### src/rtl/tss_cmd_serializer.sv
// tss_cmd_serializer: classifies host commands by header and streams them as AXI-Stream frames
package tss_pkg;
  localparam logic [7:0] START_HEADER    = 8'hA1;
  localparam logic [7:0] STOP_HEADER     = 8'hA2;
  localparam logic [7:0] CONTINUE_HEADER = 8'hA3;
  localparam logic [7:0] ABORT_HEADER    = 8'hA4;
endpackage

module tss_cmd_serializer #(
  parameter int CMD_WIDTH = 272,
  parameter int HDR_WIDTH = 8,
  parameter int DATA_WIDTH = 8,
  parameter logic [HDR_WIDTH-1:0] START_HDR = HDR_WIDTH'(tss_pkg::START_HEADER),
  parameter logic [HDR_WIDTH-1:0] STOP_HDR = HDR_WIDTH'(tss_pkg::STOP_HEADER),
  parameter logic [HDR_WIDTH-1:0] CONT_HDR = HDR_WIDTH'(tss_pkg::CONTINUE_HEADER),
  parameter logic [HDR_WIDTH-1:0] ABORT_HDR = HDR_WIDTH'(tss_pkg::ABORT_HEADER),
  parameter int LONG_BYTES = CMD_WIDTH/8,
  parameter int SHORT_BYTES = 9
) (
  input  logic                    clk,
  input  logic                    arst,
  input  logic [CMD_WIDTH-1:0]    cmd_i,
  input  logic                    cmd_valid_i,
  output logic                    cmd_ready_o,
  output logic [DATA_WIDTH-1:0]   tss_axis_tdata,
  output logic [DATA_WIDTH/8-1:0] tss_axis_tkeep,
  output logic                    tss_axis_tvalid,
  input  logic                    tss_axis_tready,
  output logic                    tss_axis_tlast,
  output logic                    drop_o,
  output logic [15:0]             frame_cnt_o
);
  localparam int BPB = DATA_WIDTH/8;
  localparam int NBM = (CMD_WIDTH + DATA_WIDTH - 1)/DATA_WIDTH;
  localparam int NBYTES = NBM*BPB;
  localparam int CNT_W = $clog2(CMD_WIDTH/8 + 1);
  localparam int BIW = $clog2(NBYTES);
  localparam logic [0:0] S_IDLE = 1'b0;
  localparam logic [0:0] S_SEND = 1'b1;
  logic [0:0]           r_state;
  logic [CMD_WIDTH-1:0] r_hold;
  logic [CNT_W-1:0]     r_beat;
  logic [CNT_W-1:0]     r_nb;
  logic [CNT_W-1:0]     r_len;
  logic                 r_drop;
  logic [15:0]          r_frames;
  logic [HDR_WIDTH-1:0] w_hdr;
  logic                 w_known;
  logic                 w_last;
  logic                 w_fin;
  logic                 w_acc;
  logic [CNT_W-1:0]     w_len;
  logic [CNT_W-1:0]     w_nb;
  logic [7:0]           w_bytes [NBYTES];
  assign w_hdr = cmd_i[HDR_WIDTH-1:0];
  assign w_known = (w_hdr != '0) &&
                   (w_hdr == START_HDR || w_hdr == STOP_HDR || w_hdr == CONT_HDR || w_hdr == ABORT_HDR);
  always_comb
    w_len = (w_hdr == START_HDR) ? CNT_W'(LONG_BYTES) :
            (w_hdr == STOP_HDR || w_hdr == CONT_HDR) ? CNT_W'(SHORT_BYTES) : CNT_W'(1);
  assign w_nb = CNT_W'((int'(w_len) + BPB - 1)/BPB);
  assign w_last = (r_state == S_SEND) && (r_beat == r_nb - 1'b1);
  assign w_fin = w_last && tss_axis_tready;
  assign cmd_ready_o = (r_state == S_IDLE) || w_fin;
  assign w_acc = cmd_valid_i && cmd_ready_o;
  // The final beat may run past the command word; those bytes read as zero.
  for (genvar i = 0; i < NBYTES; i++) begin : g_byte
    if (i < CMD_WIDTH/8) begin : g_in
      assign w_bytes[i] = r_hold[i*8 +: 8];
    end else begin : g_pad
      assign w_bytes[i] = 8'h00;
    end
  end
  always_comb begin
    tss_axis_tdata = '0;
    tss_axis_tkeep = '0;
    for (int b = 0; b < BPB; b++) begin
      tss_axis_tkeep[b] = (r_state == S_SEND) && (int'(r_beat)*BPB + b < int'(r_len));
      tss_axis_tdata[b*8 +: 8] = tss_axis_tkeep[b] ? w_bytes[BIW'(int'(r_beat)*BPB + b)] : 8'h00;
    end
  end
  assign tss_axis_tvalid = (r_state == S_SEND);
  assign tss_axis_tlast = w_last;
  assign drop_o = r_drop;
  assign frame_cnt_o = r_frames;
  always_ff @(posedge clk) begin
    if (arst) begin
      r_state <= S_IDLE;
      r_hold <= '0;
      r_beat <= '0;
      r_nb <= '0;
      r_len <= '0;
      r_drop <= 1'b0;
      r_frames <= '0;
    end else begin
      r_drop <= w_acc && !w_known;
      if (w_fin) r_frames <= r_frames + 16'd1;
      if (w_acc && w_known) begin
        r_state <= S_SEND;
        r_hold <= cmd_i;
        r_len <= w_len;
        r_nb <= w_nb;
        r_beat <= '0;
      end else if (w_fin) r_state <= S_IDLE;
      else if (r_state == S_SEND && tss_axis_tready) r_beat <= r_beat + 1'b1;
    end
  end
endmodule
### config.mk
export PLATFORM = sky130hd
export DESIGN_NAME = tss_cmd_serializer
export DESIGN_NICKNAME = d
export VERILOG_FILES = /design/src/rtl/tss_cmd_serializer.sv
export SDC_FILE = /design/constraint.sdc
export NUM_CORES = 1
export LEC_CHECK = 0
export ABC_AREA = 1
export BUFFER_PORTS_ARGS = -buffer_cell sky130_fd_sc_hd__buf_2
export CAP_MARGIN = 20
export CELL_PAD_IN_SITES_DETAIL_PLACEMENT = 1
export CELL_PAD_IN_SITES_GLOBAL_PLACEMENT = 2
export CORE_MARGIN = 2
export CORE_UTILIZATION = 29
export DETAILED_ROUTE_END_ITERATION = 12
export PLACE_DENSITY = 0.81
export SLEW_MARGIN = 5
export SYNTH_ARGS = -nofsm -noshare
export SYNTH_HDL_FRONTEND = slang
export SYNTH_SLANG_ARGS = --single-unit
### constraint.sdc
create_clock -name clk -period 3.5 [get_ports clk]
set_clock_uncertainty 0.2 [all_clocks]
set_input_delay 0.7 -clock clk [delete_from_list [all_inputs] [get_ports clk]]
set_output_delay 0.7 -clock clk [all_outputs]
set_load 0.005 [all_outputs]
==> out/qor.yml, run 1 <==
multiInputGateArea_mm2: 0.00794
avgSynthCellArea_um2: 5.85
fmax_ghz: 0.293
drt_wl_total_um: 67100
path_cells: "buf_12 -> clkbuf_16 -> o21ai_0 -> nand2_1 -> nand2_1 -> nand3_1 -> nor2_1 -> nor2_1 -> nor2_4 -> buf_2"
clk_path_buf_depth: 3
synth-main-ff-cell: "sky130_fd_sc_hd__dfxtp_1"
setup_ws_ps: 82.1
cp-start-kind: "register"
route.antenna.remaining_nets: 0
die_area_mm2: 0.0641
clkSinkCount: 299
fillerInstances: 8182
worst_setup_path_end_kind: "output pin"
cpPeakStageDelay_ps: 410
power_per_cell_area_mw_per_mm2: 382
worstPathMaxFanout: 30
syn2layout_area_growth_pct: 20.9
detailedPlacementHpwl_um: 49300
final.period_utilization_pct: 97.7
grt_overflow_total: 0
htreeDepth: 2
drive_gt1_share_pct: 19.8
synth_most_common_cell: "sky130_fd_sc_hd__nand2_1"
hold_viol_final: 0
floorplan.die.width_um: 253
tritoncts.num_buffers: 38
grt_usage_pct: 20.3
p_sw_w: 0.00201
remaining_drc_errors: 0
timing.max_cap.violations: 0
tightestPinTransition_ps: 709
pin_count: 305
yosys-mux-area-fraction_pct: 0
asyncSetResetFlopFracSynth_pct: 0
register_bit_count_reported_by_yosys: 299
synth-edff-count: 0
placementRows: 91
static-leakage-power_nw: 11.1
cp.required_ps: 2600
synth_top_family_by_area: "simple AND/OR/NAND/NOR gates"
internal_power_w: 0.00630
timing_max_transition_violations_final: 0
detail_route.wl_per_cell_um: 16.2
crit_type: "reg -> out"
ctsHoldBuffers: 0
outcome: "finished, final reports clean"
placement.io_buffers: 304
synth-xor-area-share_pct: 0.486
vdd_ir_drop_max_mv: 0.311
via_per_inst: 4.58
wire_length_of_the_first_global_routing_pass_um: 103000
setup-tns-final_ps: 0
synth_fa_ha_area_share_pct: 0.556
routabilityCongestion: 0.835
ys_top_cells_by_count: "sky130_fd_sc_hd__nand2_1, sky130_fd_sc_hd__inv_1, sky130_fd_sc_hd__nor2_1, sky130_fd_sc_hd__dfxtp_1, sky130_fd_sc_hd__nand4_1"
via_count_of_the_first_global_routing_pass: 19105
sequentialPowerShare_pct: 41.4
synth_compound_area_share_pct: 8.67
layout_min_cycle_time_ps: 3420
vias: 18959
final_design_area_no_fill_mm2: 0.0218
drt-initial-drc-count: 947
cpMaxStageDelayCell: "sky130_fd_sc_hd__dfxtp_4"
mapped_cells: 3079
clock_latency_late_sink_ps: 570
drtPass1Iterations: 5
syn-cell-area_mm2: 0.0180
cell_area_after_placement_mm2: 0.0201
timing.hold.worst.class: "reg -> reg"
pin_count_of_the_biggest_net_entering_global_routing: 132
crit_arrival_ps: 2520
pwr-share-comb_pct: 7.5
post_synth_main_area_contributors: "sky130_fd_sc_hd__dfxtp_1, sky130_fd_sc_hd__nand2_1, sky130_fd_sc_hd__inv_1, sky130_fd_sc_hd__nand4_1, sky130_fd_sc_hd__nor2_1"
tritoncts: "done"
fin_nets: 3555
slew_headroom_pct: 52.5
fin_total_pwr_w: 0.00831
synth_cell_types: 27
initial_core_util_pct: 29.2
cell_taking_the_most_area_after_synthesis: "sky130_fd_sc_hd__dfxtp_1"
placeableCoreArea_mm2: 0.0616
regArea_mm2: 0.00599
dp_slack_ps: 287
floorplan.die.height_um: 253
synth-warning-count: 0
register_area_share_after_synthesis_pct: 33.2
p_clk_share_pct: 51.0
synth_simple_gate_area_share_pct: 33.9
number_of_antenna_violations_at_the_first_check_in_global_routing: 1
ctsRootBufferMaster: "sky130_fd_sc_hd__clkbuf_16"
netlist.area_leader.share_pct: 33.2
synthesis.nets: 3363
setup_repair_after_global_routing_missed_its_margin: "true"
final_core_utilization_pct: 35.4
fraction_of_power_spent_switching_nets_pct: 24.2
path_clk_slew_ps: 60
finalSetupViolCount: 0
==> worst max-delay path: cells and delay by family, from the launching register on <==
| family | cells | cell delay [ps] |
|---|---|---|
| flip-flops | 1 | 410 |
| buffers and inverters | 3 | 460 |
| AND/OR/NAND/NOR | 6 | 770 |
| AO/OA/AOI/OAI | 1 | 290 |
==> cells in the final DEF (no fill, tap or decap), types with 2 or more instances in the layout <==
cell and n:
sky130_fd_sc_hd__clkbuf_16 42, sky130_fd_sc_hd__nor3b_1 4, sky130_fd_sc_hd__dfxtp_1 296, sky130_fd_sc_hd__o21ai_0 143
sky130_fd_sc_hd__nor2_1 335, sky130_fd_sc_hd__buf_12 14, sky130_fd_sc_hd__o21ai_1 19, sky130_fd_sc_hd__nand2_1 701
sky130_fd_sc_hd__ha_1 8, sky130_fd_sc_hd__o21ai_2 2, sky130_fd_sc_hd__nor3_1 12, sky130_fd_sc_hd__bufinv_16 5
sky130_fd_sc_hd__dfxtp_4 2, sky130_fd_sc_hd__a21oi_1 145, sky130_fd_sc_hd__clkbuf_8 10, sky130_fd_sc_hd__inv_2 207
sky130_fd_sc_hd__inv_1 629, sky130_fd_sc_hd__clkinv_2 6, sky130_fd_sc_hd__buf_8 4, sky130_fd_sc_hd__buf_16 3
sky130_fd_sc_hd__buf_6 3, sky130_fd_sc_hd__buf_2 303, sky130_fd_sc_hd__buf_4 29, sky130_fd_sc_hd__nand3_1 44
sky130_fd_sc_hd__clkbuf_1 9, sky130_fd_sc_hd__clkinv_8 2, sky130_fd_sc_hd__xor2_1 9, sky130_fd_sc_hd__nor2_4 4
sky130_fd_sc_hd__nand3_4 2, sky130_fd_sc_hd__nor2_2 8, sky130_fd_sc_hd__nand4_1 289
==> what timing repair did <==
action / 4_1_cts / 5_1_grt
pin swaps: 0 / 5
buffers inserted: 1 / 6
endpoints found under the setup margin: 9 / 10
cloned: 0 / 3
resized for setup: 18 / 38
==> power by group through the flow <==
| stage | clock network [W] | logic, W | registers, W |
|---|---|---|---|
| 3_3_place_gp | 0 | 0.000621 | 0.00352 |
| 3_5_place_dp | 0 | 0.000630 | 0.00352 |
| 5_1_grt | 0.00449 | 0.000703 | 0.00344 |
| 6_report | 0.00424 | 0.000627 | 0.00344 |
| 4_1_cts | 0.00434 | 0.000634 | 0.00344 |
| 2_1_floorplan | 0 | 0.000328 | 0.00351 |
==> state kept, by name (all words and copies together) (netlist names) <==
signal	cells
r_beat	6
drop_o	1
r_hold	272
tss_axis_tvalid	1
frame_cnt_o	16
r_nb	3
==> routing by layer <==
| layer | share of wire (%) | wire [um] | global-route usage (%) |
|---|---|---|---|
| met5 | 0.019 | 13 | 0 |
| met4 | 1.9 | 1280 | 4.84 |
| met3 | 3.6 | 2400 | 2.59 |
| met2 | 48 | 32400 | 35.5 |
| met1 | 46 | 31000 | 26.4 |
==> cell type report <==
class                   instances  area share (%)
multi-input cells            1733            36.5
flip-flops and latches        299            27.5
inverters                     840            14.6
repair buffers                359            10.4
clock buffers                  58            5.27
well taps                     837            4.81
clock inverters                12           0.954
diodes                          1          0.0115
==> logic make-up (layout without fill, tap and decap cells) <==
logic type               after synthesis  in the layout
other                                  0              1
buffers and inverters               1047           1269
AO/OA/AOI/OAI                        311            311
flip-flops                           299            299
adder cells (fa/ha/maj)                8              8
XOR/XNOR                              10             10
AND/OR/NAND/NOR                     1404           1404
==> worst paths after layout <==
path | from | end | slack, ps | cells past startpoint
worst min-delay path | r_hold[3] | r_hold[3] | 260 | 2
worst max register to register | r_nb[0] | r_hold[33] | 390 | 14
worst max-delay path | r_beat[0] | tss_axis_tdata[5] | 80 | 10
worst min register to register | r_hold[3] | r_hold[3] | 260 | 2
==> through the flow <==
step                      hold slack (ps)  cells
after floorplan                       226   3079
after global placement                235   4058
after detailed placement              249   4058
after CTS                             238   4129
after global routing                  267   4138
final                                 258   4139
(Power assumes the default switching activity.)
==> run 2, diff against run 1 <==
--- a/config.mk
+++ b/config.mk
@@ -14,6 +14,7 @@
 export CORE_UTILIZATION = 29
 export DETAILED_ROUTE_END_ITERATION = 12
 export PLACE_DENSITY = 0.81
+export SETUP_SLACK_MARGIN = 0.5
 export SLEW_MARGIN = 5
 export SYNTH_ARGS = -nofsm -noshare
 export SYNTH_HDL_FRONTEND = slang
==> out/qor.yml, run 2 (synthesis gave the netlist of run 1 again) <==
grt_usage_pct: 21.3  # +1.0 points
via_per_inst: 4.62  # +0.85%
remaining_drc_errors: 0  # unchanged
finalSetupViolCount: 0  # unchanged
layoutNonFillerInstCount: 4166  # +0.65%
setup_ws_ps: 195  # +113 ps
drtPass1Iterations: 5  # unchanged
worstPathMaxFanout: 5  # -83%
timing.max_cap.violations: 0  # unchanged
fin_nets: 3583  # +0.79%
pin_count: 305  # unchanged
drt-initial-drc-count: 928  # -2.0%
ctsHoldBuffers: 0  # unchanged
initial_core_util_pct: 29.2  # unchanged
grt_overflow_total: 0  # unchanged
floorplan.die.width_um: 253  # unchanged
drt_wl_total_um: 69300  # +3.3%
tritoncts.num_buffers: 38  # unchanged
number_of_antenna_violations_at_the_first_check_in_global_routing: 1  # unchanged
timing.hold.worst.class: "in -> reg"
tightestPinTransition_ps: 744  # +34.4 ps
timing_max_transition_violations_final: 0  # unchanged
placeableCoreArea_mm2: 0.0616  # unchanged
drive_gt1_share_pct: 23.5  # +3.7 points
vias: 19244  # +1.5%
htreeDepth: 2  # unchanged
power_per_cell_area_mw_per_mm2: 366  # -4.0%
layout_commonest_cell: "sky130_fd_sc_hd__nand2_1"
path_clk_slew_ps: 60  # about the same
layout_common_cells: "sky130_fd_sc_hd__nand2_1, sky130_fd_sc_hd__inv_1, sky130_fd_sc_hd__nor2_1"
setup_repair_after_global_routing_missed_its_margin: "true"
cp-start-kind: "register"
crit_type: "reg -> out"
pin_count_of_the_biggest_net_entering_global_routing: 132  # unchanged
tritoncts: "done"
final.period_utilization_pct: 94.4  # -3.2 points
fmax_ghz: 0.303  # +3.4%
syn2layout_area_growth_pct: 26.3
number_of_cells_in_the_design_after_placement: 4058  # unchanged
outcome: "finished, final reports clean"
route.antenna.remaining_nets: 0  # unchanged
hold_viol_final: 0  # unchanged
final_core_utilization_pct: 36.9  # +1.6 points
clk_path_buf_depth: 3  # unchanged
cp.required_ps: 2600  # about the same
placementRows: 91  # unchanged
clock_latency_late_sink_ps: 570  # about the same
worst_setup_path_end_kind: "output pin"
die_area_mm2: 0.0641  # unchanged
ctsRootBufferMaster: "sky130_fd_sc_hd__clkbuf_16"
detailedPlacementHpwl_um: 49300  # unchanged
via_count_of_the_first_global_routing_pass: 19672  # +3.0%
largest-register: "r_hold"
vdd_ir_drop_max_mv: 0.315  # +1.3%
worst_reg2reg_setup_slack_ps: 650  # +260 ps
setup-tns-final_ps: 0  # unchanged
detail_route.wl_per_cell_um: 16.6  # +2.6%
floorplan.die.height_um: 253  # unchanged
layout_min_cycle_time_ps: 3300  # -113 ps
fillerInstances: 8103  # -0.97%
placement.io_buffers: 304  # unchanged
static-leakage-power_nw: 11.5  # +2.9%
dp_slack_ps: 287  # unchanged
num_antenna_cells: 0  # -1
largest_register_ffs: 272  # unchanged
fin_total_pwr_w: 0.00833  # +0.26%
crit_arrival_ps: 2400  # -120 ps
routabilityCongestion: 0.835  # unchanged
wire_length_of_the_first_global_routing_pass_um: 107000  # +4.1%
clkSinkCount: 299  # unchanged
slew_headroom_pct: 50.2  # -2.3 points
-- run 2: layout make-up --
class	count	area [um2]	share of cell area, %
Clock inverter	12	208	0.913
Multi-Input combinational cell	1733	8390	36.9
Timing Repair Buffer	387	2760	12.1
Tap cell	837	1050	4.60
Sequential cell	299	6000	26.4
Clock buffer	58	1150	5.04
Inverter	840	3190	14.0
-- run 2: per-stage QoR --
stage / hold slack, ps / instance area [um2]
6_report: 261 / 22700
5_1_grt: 267 / 22700
4_1_cts: 238 / 22500
3_5_place_dp: 249 / 20100
3_3_place_gp: 235 / 20100
2_1_floorplan: 226 / 18000
-- run 2: worst paths after layout --
path	cells after the start	endpoint	startpoint
max	13	tss_axis_tdata[4]	r_beat[0]
min	5	r_hold[37]	cmd_i[37]
max reg2reg	18	r_hold[252]	r_beat[0]
min reg2reg	2	r_hold[3]	r_hold[3]
-- run 2: power breakdown --
| group | total [W] | internal, W | leakage (nW) | switching (W) |
|---|---|---|---|---|
| Clock | 0.00425 | 0.00264 | 0.667 | 0.00161 |
| Combinational | 0.000641 | 0.000238 | 8.39 | 0.000403 |
| Sequential | 0.00344 | 0.00343 | 2.41 | 0.0000127 |
| Total | 0.00833 | 0.00630 | 11.5 | 0.00203 |
-- run 2: routing by layer --
layer,up-vias,part of all wire (%),track usage [%]
li1,9682,-,-
met5,-,0.019,0
met4,2,2.8,6.48
met1,9111,45,27.3
met2,346,48,37.0
met3,103,3.9,2.93
-- run 2: worst max-delay path: stages, from the launching register on --
cell and delay (ps):
sky130_fd_sc_hd__dfxtp_4 370, sky130_fd_sc_hd__buf_6 130, sky130_fd_sc_hd__inv_8 60, sky130_fd_sc_hd__ha_4 130
sky130_fd_sc_hd__inv_2 40, sky130_fd_sc_hd__nand2_2 50, sky130_fd_sc_hd__a21boi_2 50, sky130_fd_sc_hd__o31ai_1 220
sky130_fd_sc_hd__nand2_1 140, sky130_fd_sc_hd__nor2_4 160, sky130_fd_sc_hd__buf_8 160, sky130_fd_sc_hd__nand2_4 60
sky130_fd_sc_hd__nor2_4 150, sky130_fd_sc_hd__buf_2 130
-- run 2: timing repair --
item,CTS,global route
hold endpoints to repair,0,0
resized for setup,217,64
setup buffers,23,5
setup endpoints to repair,144,297
gates cloned,10,0
pin swaps,40,30
==> run 3, diff against run 2 <==
--- a/config.mk
+++ b/config.mk
@@ -11,9 +11,10 @@
 export CELL_PAD_IN_SITES_DETAIL_PLACEMENT = 1
 export CELL_PAD_IN_SITES_GLOBAL_PLACEMENT = 2
 export CORE_MARGIN = 2
-export CORE_UTILIZATION = 29
+export CORE_UTILIZATION = 30
+export CTS_BUF_LIST = sky130_fd_sc_hd__clkbuf_4
 export DETAILED_ROUTE_END_ITERATION = 12
-export PLACE_DENSITY = 0.81
+export PLACE_DENSITY = 0.83
 export SETUP_SLACK_MARGIN = 0.5
 export SLEW_MARGIN = 5
 export SYNTH_ARGS = -nofsm -noshare
==> out/qor.yml, run 3 (synthesis gave the netlist of run 1 again) <==
power_per_cell_area_mw_per_mm2: 313  # -15%
setup_repair_after_global_routing_missed_its_margin: "true"
wire_length_of_the_first_global_routing_pass_um: 118000  # +9.6%
floorplan.die.height_um: 249  # -1.7%
die_area_mm2: 0.0620  # -3.3%
path_cells: "buf_4 -> buf_8 -> clkbuf_16 -> nor2_1 -> o21ai_1 -> nand2_1 -> nand4_1 -> nor2_2 -> nor2_4 -> nor2_4 -> buf_2"
initial_core_util_pct: 30.5  # +1.2 points
fmax_ghz: 0.275  # -9.3%
crit_type: "reg -> out"
placeableCoreArea_mm2: 0.0591  # -4.0%
dp_slack_ps: 271  # -16.3 ps
drt-initial-drc-count: 1166  # +26%
final.period_utilization_pct: 104  # +9.6 points
layout_commonest_cell: "sky130_fd_sc_hd__nand2_1"
cp-start-kind: "register"
number_of_cells_in_the_design_after_placement: 3990  # -1.7%
wl_met2_um: 37100  # +11%
worst_setup_path_end_kind: "output pin"
largest-register: "r_hold"
clock_latency_late_sink_ps: 850  # +280 ps
setup-tns-final_ps: -728  # -728 ps
detailedPlacementHpwl_um: 48200  # -2.2%
via_per_inst: 4.69  # +1.5%
htreeDepth: 3  # +1
placement.io_buffers: 304  # unchanged
clkSinkCount: 299  # unchanged
cpPeakStageDelay_ps: 380  # about the same
timing.max_cap.violations: 0  # unchanged
top_layer_used: "met4"
ctsRootBufferMaster: "sky130_fd_sc_hd__clkbuf_4"
fin_nets: 3840  # +7.2%
grt_usage_pct: 23.8  # +2.5 points
path_common_cell: "sky130_fd_sc_hd__nor2_4"
worstPathBufferInverterCount: 4  # -1
p_clk_share_pct: 44.5  # -6.5 points
remaining_drc_errors: 0  # unchanged
drt_wl_total_um: 76200  # +10%
largest_register_ffs: 272  # unchanged
layout_min_cycle_time_ps: 3640  # +337 ps
slew_headroom_pct: 62.6  # +12 points
tightestPinTransition_ps: 561  # -183 ps
placementRows: 89  # -2.2%
clk_path_buf_depth: 3  # unchanged
tritoncts.num_buffers: 93  # +140%
drive_gt1_share_pct: 23.3  # -0.20 points
vias: 20600  # +7.0%
p_sw_w: 0.00214  # +5.7%
timing.hold.worst.class: "in -> reg"
via_count_of_the_first_global_routing_pass: 21723  # +10%
fraction_of_power_spent_switching_nets_pct: 27.8  # +3.5 points
finalSetupViolCount: 8  # +8
internal_power_w: 0.00556  # -12%
final_core_utilization_pct: 41.7  # +4.7 points
layoutNonFillerInstCount: 4394  # +5.5%
hold_viol_final: 0  # unchanged
outcome: "finished with violations"
static-leakage-power_nw: 12.4  # +8.1%
route.antenna.remaining_nets: 0  # unchanged
wl_met3_um: 2820  # +4.2%
detail_route.wl_per_cell_um: 17.4  # +4.3%
drtPass1Iterations: 5  # unchanged
cp.required_ps: 2600  # about the same
m1_wl_um: 34400  # +9.9%
worstPathMaxFanout: 7  # +2
vdd_ir_drop_max_mv: 0.162  # -48%
sequentialPowerShare_pct: 44.7  # +3.4 points
pin_count: 305  # unchanged
pwr-share-comb_pct: 10.8  # +3.1 points
violations: "setup timing"
timing_max_transition_violations_final: 0  # unchanged
syn2layout_area_growth_pct: 36.8
layout_common_cells: "sky130_fd_sc_hd__nand2_1, sky130_fd_sc_hd__inv_1, sky130_fd_sc_hd__nor2_1"
path_clk_slew_ps: 70  # about the same
timing.critical_path.max_delay_family: "simple AND/OR/NAND/NOR gates"
cpMaxStageDelayCell: "sky130_fd_sc_hd__dfxtp_4"
pin_count_of_the_biggest_net_entering_global_routing: 103  # -22%
number_of_antenna_violations_at_the_first_check_in_global_routing: 1  # unchanged
setup_ws_ps: -142  # -337 ps
grt_overflow_total: 0  # unchanged
tritoncts: "done"
finalHoldWorstSlack_ps: 72.1  # -189 ps
floorplan.die.width_um: 249  # -1.7%
crit_arrival_ps: 2740  # +340 ps
routabilityCongestion: 0.823  # -1.5%
[run 3: cell count changes in the layout (fill, tap and decap cells not counted), moves of 11 or more]
cell,previous run,this run
sky130_fd_sc_hd__clkbuf_16,39,6
sky130_fd_sc_hd__o21ai_2,26,15
sky130_fd_sc_hd__dlygate4sd3_1,0,201
sky130_fd_sc_hd__clkbuf_4,0,127
sky130_fd_sc_hd__clkinv_1,0,23
[run 3: per-layer routing]
metal  vias up  GRT usage (%)
met4         0           7.95
li1      10266              -
met5         -              0
met3       117           3.41
met1      9807           29.9
met2       410           41.7
[run 3: final timing paths]
path                                     endpoint  depth (start not counted)  startpoint  slack [ps]
worst max-delay path            tss_axis_tdata[7]                         11   r_beat[0]        -140
worst min register to register          r_hold[3]                          2   r_hold[3]         260
worst max register to register        r_hold[263]                         17   r_beat[0]         560
worst min-delay path                  r_hold[214]                          5  cmd_i[214]          70
[run 3: metrics by stage]
step / total power, W / area (um2)
detailed placement: 0.00415 / 20100
floorplan: 0.00384 / 18000
global placement: 0.00414 / 20100
global route: 0.00811 / 24600
CTS: 0.00781 / 24100
finish: 0.00770 / 24600
[run 3: final cells by class]
class | instances | area, um2
clock inverter | 32 | 164
timing repair buffer | 589 | 5000
tap | 773 | 967
sequential | 299 | 6000
clock buffer | 127 | 953
multi-input combinational | 1733 | 8360
antenna | 1 | 2.50
fill | 7843 | 34500
inverter | 840 | 3190
[run 3: timing repair]
action,4_1_cts,5_1_grt
buffers inserted,16,9
gates resized for setup,144,120
hold buffers,201,0
setup endpoints to repair,126,293
gates cloned,12,6
pin swaps,30,43
hold endpoints to repair,201,0
[run 3: power by group through the flow]
stage          registers, W  clock network, W  logic, W
5_1_grt             0.00344           0.00375  0.000922
6_report            0.00344           0.00343  0.000835
4_1_cts             0.00344           0.00355  0.000821
3_3_place_gp        0.00352                 0  0.000627
3_5_place_dp        0.00352                 0  0.000633
2_1_floorplan       0.00351                 0  0.000328
[run 3: tightest hold or removal path: stages]
cell,delay (ps)
sky130_fd_sc_hd__buf_2,70
sky130_fd_sc_hd__inv_1,50
sky130_fd_sc_hd__nand4_1,80
sky130_fd_sc_hd__nand2_1,60
sky130_fd_sc_hd__nor2_1,90
